### src/rtl/sobel_edge_3x3.sv
// Sobel 3x3 edge detector on a streaming RGB video input.
// Ports:
//   clk, rstn               pixel clock, asynchronous active-low reset
//   i_en                    1 = Sobel result, 0 = cur passed through unmodified
//   hsync, vsync, de, x, y  timing and coordinate of the current pixel
//   cur                     pixel (x,y) as {r,g,b}
//   line1, line2            pixels (x,y-2) and (x,y-1), one clk after x is presented
//   o_hsync..o_y            input timing/coordinates delayed by 5 clk
//   o_rgb                   result for window centre (o_x-1, o_y-1), or bypassed cur
module sobel_edge_3x3 #(
  parameter logic [11:0] H_ACT  = 12'd1280,
  parameter logic [11:0] V_ACT  = 12'd720,
  parameter logic [7:0]  THRESH = 8'd64,
  parameter logic        BINARY = 1'b1,
  localparam int unsigned XW = $clog2(H_ACT),
  localparam int unsigned YW = $clog2(V_ACT)
) (
  input  logic          clk,
  input  logic          rstn,
  input  logic          i_en,
  input  logic          hsync,
  input  logic          vsync,
  input  logic          de,
  input  logic [XW-1:0] x,
  input  logic [YW-1:0] y,
  input  logic [23:0]   cur,
  input  logic [23:0]   line1,
  input  logic [23:0]   line2,
  output logic          o_hsync,
  output logic          o_vsync,
  output logic          o_de,
  output logic [XW-1:0] o_x,
  output logic [YW-1:0] o_y,
  output logic [23:0]   o_rgb
);

  // Y = (77R + 150G + 29B) >> 8; the weights sum to 256 so the sum fits 16 bits
  function automatic logic [7:0] to_gray(input logic [23:0] p);
    logic [15:0] acc;
    acc = 16'd77  * 16'(p[23:16])
        + 16'd150 * 16'(p[15:8])
        + 16'd29  * 16'(p[7:0]);
    return 8'(acc >> 8);
  endfunction

  // Stage 0: align cur and timing with line1/line2
  logic          s0_de, s0_hs, s0_vs, s0_en;
  logic [XW-1:0] s0_x;
  logic [YW-1:0] s0_y;
  logic [23:0]   s0_cur;

  // Stage 1: gray column
  logic          s1_de, s1_hs, s1_vs, s1_en;
  logic [XW-1:0] s1_x;
  logic [YW-1:0] s1_y;
  logic [23:0]   s1_cur;
  logic [7:0]    g_top, g_mid, g_bot;

  // Stage 2: window, p<row><col>; row 0 = line1, col 2 = newest
  logic          s2_de, s2_hs, s2_vs, s2_en, s2_full;
  logic [XW-1:0] s2_x;
  logic [YW-1:0] s2_y;
  logic [23:0]   s2_cur;
  logic [7:0]    p00, p01, p02, p10, p11, p12, p20, p21, p22;

  // Stage 3: gradients
  logic               s3_de, s3_hs, s3_vs, s3_en, s3_full;
  logic [XW-1:0]      s3_x;
  logic [YW-1:0]      s3_y;
  logic [23:0]        s3_cur;
  logic signed [10:0] gx, gy;

  // Combinational gradient and magnitude terms
  logic [9:0]         gx_pos_c, gx_neg_c, gy_pos_c, gy_neg_c;
  logic signed [10:0] gx_c, gy_c;
  logic [10:0]        ax_c, ay_c;
  logic [11:0]        mag_c;
  logic [7:0]         sat_c;
  logic [23:0]        rgb_c;

  // Stage 0 register
  always_ff @(posedge clk or negedge rstn) begin
    if (!rstn) begin
      s0_de  <= 1'b0;
      s0_hs  <= 1'b0;
      s0_vs  <= 1'b0;
      s0_en  <= 1'b0;
      s0_x   <= '0;
      s0_y   <= '0;
      s0_cur <= '0;
    end else begin
      s0_de  <= de;
      s0_hs  <= hsync;
      s0_vs  <= vsync;
      s0_en  <= i_en;
      s0_x   <= x;
      s0_y   <= y;
      s0_cur <= cur;
    end
  end

  // Stage 1 register: gray conversion of the aligned column
  always_ff @(posedge clk or negedge rstn) begin
    if (!rstn) begin
      s1_de  <= 1'b0;
      s1_hs  <= 1'b0;
      s1_vs  <= 1'b0;
      s1_en  <= 1'b0;
      s1_x   <= '0;
      s1_y   <= '0;
      s1_cur <= '0;
      g_top  <= '0;
      g_mid  <= '0;
      g_bot  <= '0;
    end else begin
      s1_de  <= s0_de;
      s1_hs  <= s0_hs;
      s1_vs  <= s0_vs;
      s1_en  <= s0_en;
      s1_x   <= s0_x;
      s1_y   <= s0_y;
      s1_cur <= s0_cur;
      g_top  <= to_gray(line1);
      g_mid  <= to_gray(line2);
      g_bot  <= to_gray(s0_cur);
    end
  end

  // Stage 2 register: window shift on active pixels only.
  // The clear fires on a de rise at the start of a line; a de gap
  // inside a line keeps the window so results are gap-independent.
  always_ff @(posedge clk or negedge rstn) begin
    if (!rstn) begin
      s2_de   <= 1'b0;
      s2_hs   <= 1'b0;
      s2_vs   <= 1'b0;
      s2_en   <= 1'b0;
      s2_full <= 1'b0;
      s2_x    <= '0;
      s2_y    <= '0;
      s2_cur  <= '0;
      p00 <= '0; p01 <= '0; p02 <= '0;
      p10 <= '0; p11 <= '0; p12 <= '0;
      p20 <= '0; p21 <= '0; p22 <= '0;
    end else begin
      s2_de   <= s1_de;
      s2_hs   <= s1_hs;
      s2_vs   <= s1_vs;
      s2_en   <= s1_en;
      s2_full <= (s1_x >= XW'(2)) && (s1_y >= YW'(2));
      s2_x    <= s1_x;
      s2_y    <= s1_y;
      s2_cur  <= s1_cur;
      if (s1_de) begin
        if (!s2_de && (s1_x == '0)) begin
          p00 <= '0; p01 <= '0;
          p10 <= '0; p11 <= '0;
          p20 <= '0; p21 <= '0;
        end else begin
          p00 <= p01; p01 <= p02;
          p10 <= p11; p11 <= p12;
          p20 <= p21; p21 <= p22;
        end
        p02 <= g_top;
        p12 <= g_mid;
        p22 <= g_bot;
      end
    end
  end

  // Gradient kernels; each half-sum is at most 4*255 = 1020
  always_comb begin
    gx_pos_c = 10'(p02) + 10'({p12, 1'b0}) + 10'(p22);
    gx_neg_c = 10'(p00) + 10'({p10, 1'b0}) + 10'(p20);
    gy_pos_c = 10'(p20) + 10'({p21, 1'b0}) + 10'(p22);
    gy_neg_c = 10'(p00) + 10'({p01, 1'b0}) + 10'(p02);
    gx_c     = $signed({1'b0, gx_pos_c}) - $signed({1'b0, gx_neg_c});
    gy_c     = $signed({1'b0, gy_pos_c}) - $signed({1'b0, gy_neg_c});
  end

  // Stage 3 register
  always_ff @(posedge clk or negedge rstn) begin
    if (!rstn) begin
      s3_de   <= 1'b0;
      s3_hs   <= 1'b0;
      s3_vs   <= 1'b0;
      s3_en   <= 1'b0;
      s3_full <= 1'b0;
      s3_x    <= '0;
      s3_y    <= '0;
      s3_cur  <= '0;
      gx      <= '0;
      gy      <= '0;
    end else begin
      s3_de   <= s2_de;
      s3_hs   <= s2_hs;
      s3_vs   <= s2_vs;
      s3_en   <= s2_en;
      s3_full <= s2_full;
      s3_x    <= s2_x;
      s3_y    <= s2_y;
      s3_cur  <= s2_cur;
      gx      <= gx_c;
      gy      <= gy_c;
    end
  end

  // Magnitude, saturation and output selection
  always_comb begin
    ax_c  = gx[10] ? $unsigned(-gx) : $unsigned(gx);
    ay_c  = gy[10] ? $unsigned(-gy) : $unsigned(gy);
    mag_c = 12'(ax_c) + 12'(ay_c);
    sat_c = (mag_c > 12'd255) ? 8'hFF : mag_c[7:0];
    rgb_c = '0;
    if (s3_de) begin
      if (!s3_en) begin
        rgb_c = s3_cur;
      end else if (s3_full) begin
        if (BINARY) begin
          rgb_c = (sat_c >= THRESH) ? 24'hFFFFFF : 24'h000000;
        end else begin
          rgb_c = {sat_c, sat_c, sat_c};
        end
      end
    end
  end

  // Stage 4: output register
  always_ff @(posedge clk or negedge rstn) begin
    if (!rstn) begin
      o_hsync <= 1'b0;
      o_vsync <= 1'b0;
      o_de    <= 1'b0;
      o_x     <= '0;
      o_y     <= '0;
      o_rgb   <= '0;
    end else begin
      o_hsync <= s3_hs;
      o_vsync <= s3_vs;
      o_de    <= s3_de;
      o_x     <= s3_x;
      o_y     <= s3_y;
      o_rgb   <= rgb_c;
    end
  end

endmodule

### config.mk
export PLATFORM = sky130hd
export DESIGN_NAME = sobel_edge_3x3
export DESIGN_NICKNAME = d
export VERILOG_FILES = /design/src/rtl/sobel_edge_3x3.sv
export SDC_FILE = /design/constraint.sdc
export NUM_CORES = 1
export LEC_CHECK = 0
export ABC_AREA = 1
export CORE_ASPECT_RATIO = 0.75
export CORE_MARGIN = 2
export CORE_UTILIZATION = 53
export DETAILED_ROUTE_END_ITERATION = 8
export HOLD_SLACK_MARGIN = 0.05
export MAX_ROUTING_LAYER = met4
export PLACE_DENSITY = 0.73
export SYNTH_ARGS = -nofsm -noshare
export SYNTH_HDL_FRONTEND = slang
export SYNTH_SLANG_ARGS = --single-unit
### constraint.sdc
create_clock -name clk -period 7.9 [get_ports clk]
set_input_delay 0.79 -clock clk [delete_from_list [all_inputs] [get_ports clk]]
set_output_delay 0.79 -clock clk [all_outputs]
set_load 0.03 [all_outputs]
==> flow_metrics.py <==
metrics = {
    "die": {
        "core_area_mm2": 0.04319,
        "ios": 147,
        "die_w_um": 244.9,
        "rows": 66,
        "die_area_mm2": 0.04524,
        "initial_core_util": 0.5343,
        "die_y_um": 184.7,
    },
    "clock_tree": {
        "h-tree-depth": 2,
        "cts_sinks": 364,
        "cts_root_buf": "clkbuf_16",
        "cts_tree": "built",
        "clock_latency_ns": 0.53,
        "clkTransAtPathRegs_ns": 0.06,
        "cts_buffers": 34,
        "clockBufferDepth": 3,
        "cts_hold_buf": 0,
        "cts_resized": 0,
        "cts_setup_buffers": 0,
    },
    "timing": {
        "min_period_over_period": 0.8530,
        "worst_slack_ns": 1.161,
        "final_max_slew_viol_count": 0,
        "final.setup.tns_ns": 0,
        "layout_min_cycle_time_ns": 6.739,
        "setup_viol": 0,
        "finalHoldViolCount": 0,
        "slew_headroom": 0.3286,
        "fmax_ghz": 0.1484,
        "grt_setup_unrepaired": "false",
        "skew_ns": 0.03217,
        "worst_pin_slew_ns": 1.007,
    },
    "routing": {
        "met3WireLength_um": 1807,
        "drc_errors": 0,
        "routed_wl_um": 43770,
        "avgViaCountPerCell": 5.050,
        "first_iter_violations": 740,
        "ant_nets": 0,
        "avgRoutedWirePerCell_um": 15.47,
        "vias": 14290,
        "highest-signal-layer": "met4",
        "firstDrtPassIters": 5,
        "wl_met1_um": 21100,
        "met2_length_um": 20080,
    },
    "setup_path": {
        "endpoint_kind": "flip-flop",
        "setup.worst_path.start": "line2[13]",
        "reg2reg_slack_ns": 1.41,
        "rr_worst_depth": 28,
        "crit_end": "g_mid[5]$_DFF_PN0_",
        "start_kind": "primary input",
        "timing.rr.end": "g_bot[6]$_DFF_PN0_",
        "worst-endpoint-arrival_ns": 7.13,
        "crit_fanout": 5,
        "crit_type": "in -> reg",
        "r2r-start": "s0_cur[11]$_DFF_PN0_",
        "critPathRequiredTime_ns": 8.29,
    },
    "layout": {
        "synthToLayoutAreaGrowth_pct": 14.25,
        "final_common_cell": "inv_1",
        "final_nets": 2843,
        "postLayoutCellArea_mm2": 0.02637,
        "mostFrequentLayoutCells": "455 x inv_1, 363 x dfrtp_1, 289 x ha_1, 228 x fa_1, 160 x nand2_1",
        "drive_gt1_frac": 0.05686,
    },
    "placed_design": {
        "place_area_mm2": 0.02517,
        "dp_hpwl_um": 34420,
        "gp_routability_congestion": 0.8774,
        "place_ws_ns": 0.6893,
        "portBuffers": 146,
    },
    "synthesis": {
        "avgSynthCellArea_um2": 11.17,
        "syn_inst": 2066,
        "synth_compound_area_frac": 0.06365,
        "synthAdderAreaFrac": 0.3545,
        "synth_xor_area_frac": 0.03150,
        "synthMuxAreaShare": 0.01122,
        "synth_top_family_by_area": "adder cells",
        "ys_ff_latch": 364,
        "yosysSeqAreaShare": 0.3947,
        "netlist_area_mm2": 0.02308,
        "ys_warn_count": 0,
        "synthSimpleGateAreaFrac": 0.06381,
        "ys_types": 42,
        "synth_nets": 2682,
    },
    "grt": {
        "grt_pass1_wl_um": 74870,
        "grt_antenna_before_repair": 2,
        "grt_overflow": 0,
        "grtUsageTotal": 0.2112,
        "grt_max_degree": 119,
        "grt_pass1_vias": 14930,
    },
    "run": {
        "cap_violations": 0,
    },
    "run_status": {
        "outcome": "finished clean",
    },
    "hold_path": {
        "hp-class": "in -> async",
    },
}
## cells by family (layout without fill, tap and decap cells)
family                     count (synthesis)  after routing
muxes                                     23             23
adders and majority gates                517            517
and+or+nand+nor                          334            334
xor gates and xnor gates                  83             83
other                                      0              1
DFF                                      364            364
AOI/OAI and AO/OA                        260            260
buffers and inverters                    485            670
## how the worst min path moves through the flow
stage / startpoint / endpoint / slack [ns]
final: rstn / o_x[4]$_DFF_PN0_ / 0.32
after global routing: s1_cur[23]$_DFF_PN0_ / s2_cur[23]$_DFF_PN0_ / 0.33
after CTS: s1_cur[23]$_DFF_PN0_ / s2_cur[23]$_DFF_PN0_ / 0.34
after detailed placement: s3_x[3]$_DFF_PN0_ / o_x[3]$_DFF_PN0_ / 0.33
after global placement: s2_vs$_DFF_PN0_ / s3_vs$_DFF_PN0_ / 0.33
after floorplan: s3_hs$_DFF_PN0_ / o_hsync$_DFF_PN0_ / 0.33
## sequential cells by signal, summed over array words and instances (netlist names), 10 cells and up
register,cells
s3_y,10
s2_cur,24
s0_y,10
o_y,10
s0_x,11
o_x,11
o_rgb,24
s3_x,11
s1_y,10
s2_y,10
s1_x,11
gx,11
s1_cur,24
s0_cur,24
s3_cur,24
s2_x,11
gy,11
## through the flow
stage	instances	util	hold WS, ns
after detailed placement	2769	0.5829	0.3347
after floorplan	2066	-	0.3312
after CTS	2829	0.6104	0.3353
after global routing	2830	0.6105	0.3313
after global placement	2769	0.5829	0.3314
final	2830	0.6105	0.3239
## cell type report
cell class              instances  area (um^2)
flip-flops and latches        364         9112
well taps                     578        723.2
fillers                      3367        16820
repair buffers                152         1511
clock inverters                13        190.2
multi-input cells            1217        12110
clock buffers                  47        999.7
diodes                          1        2.502
inverters                     458         1719
## cells in the mapped netlist
library cell | count | area, um^2
inv_1 | 455 | 1708
dfrtp_1 | 364 | 9109
ha_1 | 289 | 3616
fa_1 | 228 | 4564
nand2_1 | 160 | 600.6
a21oi_1 | 90 | 450.4
o21ai_0 | 88 | 440.4
nand3_1 | 83 | 415.4
xor2_1 | 56 | 490.5
nor2_1 | 46 | 172.7
xnor2_1 | 27 | 236.5
mux2_2 | 23 | 259.0
o21ai_1 | 23 | 115.1
a21oi_2 | 20 | 175.2
clkbuf_1 | 18 | 67.56
nand4_1 | 15 | 93.84
nor3_1 | 9 | 45.04
a31oi_1 | 8 | 50.05
a21o_1 | 7 | 52.55
buf_2 | 6 | 30.03
or2_2 | 6 | 37.54
nor4_1 | 5 | 31.28
a211oi_1 | 4 | 30.03
o21bai_1 | 4 | 30.03
a21boi_1 | 3 | 22.52
inv_2 | 3 | 11.26
nand2_2 | 3 | 18.77
nor2_2 | 3 | 18.77
o21a_1 | 3 | 22.52
o31ai_1 | 3 | 22.52
buf_12 | 2 | 40.04
o211ai_1 | 2 | 15.01
a21boi_0 | 1 | 7.510
a221oi_1 | 1 | 8.760
a31o_2 | 1 | 8.760
a41oi_1 | 1 | 8.760
buf_1 | 1 | 3.750
nand2_4 | 1 | 11.26
nand3_2 | 1 | 10.01
nor3_2 | 1 | 10.01
nor3b_1 | 1 | 7.510
o21ai_2 | 1 | 8.760
## routing by layer
| layer | track usage | up-vias |
|---|---|---|
| met1 | 0.3099 | 7092 |
| met5 | - | - |
| met2 | 0.3192 | 302 |
| met3 | 0.02446 | 58 |
| li1 | - | 6840 |
| met4 | 0.04537 | 0 |
## worst max-delay path, stage by stage
cell and delay, ns:
clkdlybuf4s50_1 0.61, ha_1 0.29, ha_1 0.28, ha_1 0.27, inv_1 0.05, fa_1 0.50, inv_1 0.04, ha_1 0.35
a21oi_1 0.21, a21boi_1 0.25, xnor2_1 0.17, fa_1 0.46, fa_1 0.52, inv_1 0.05, fa_1 0.46, fa_1 0.54
inv_1 0.04, ha_1 0.33, a21oi_1 0.19, nor2_1 0.06, a211oi_1 0.22, o21ai_0 0.19, nand2_1 0.09, nand2_1 0.06
xor2_1 0.14
Power is left out: the tool's default activity adds up to more than one toggle a clock period on the data nets, which glitch-free logic cannot reach.
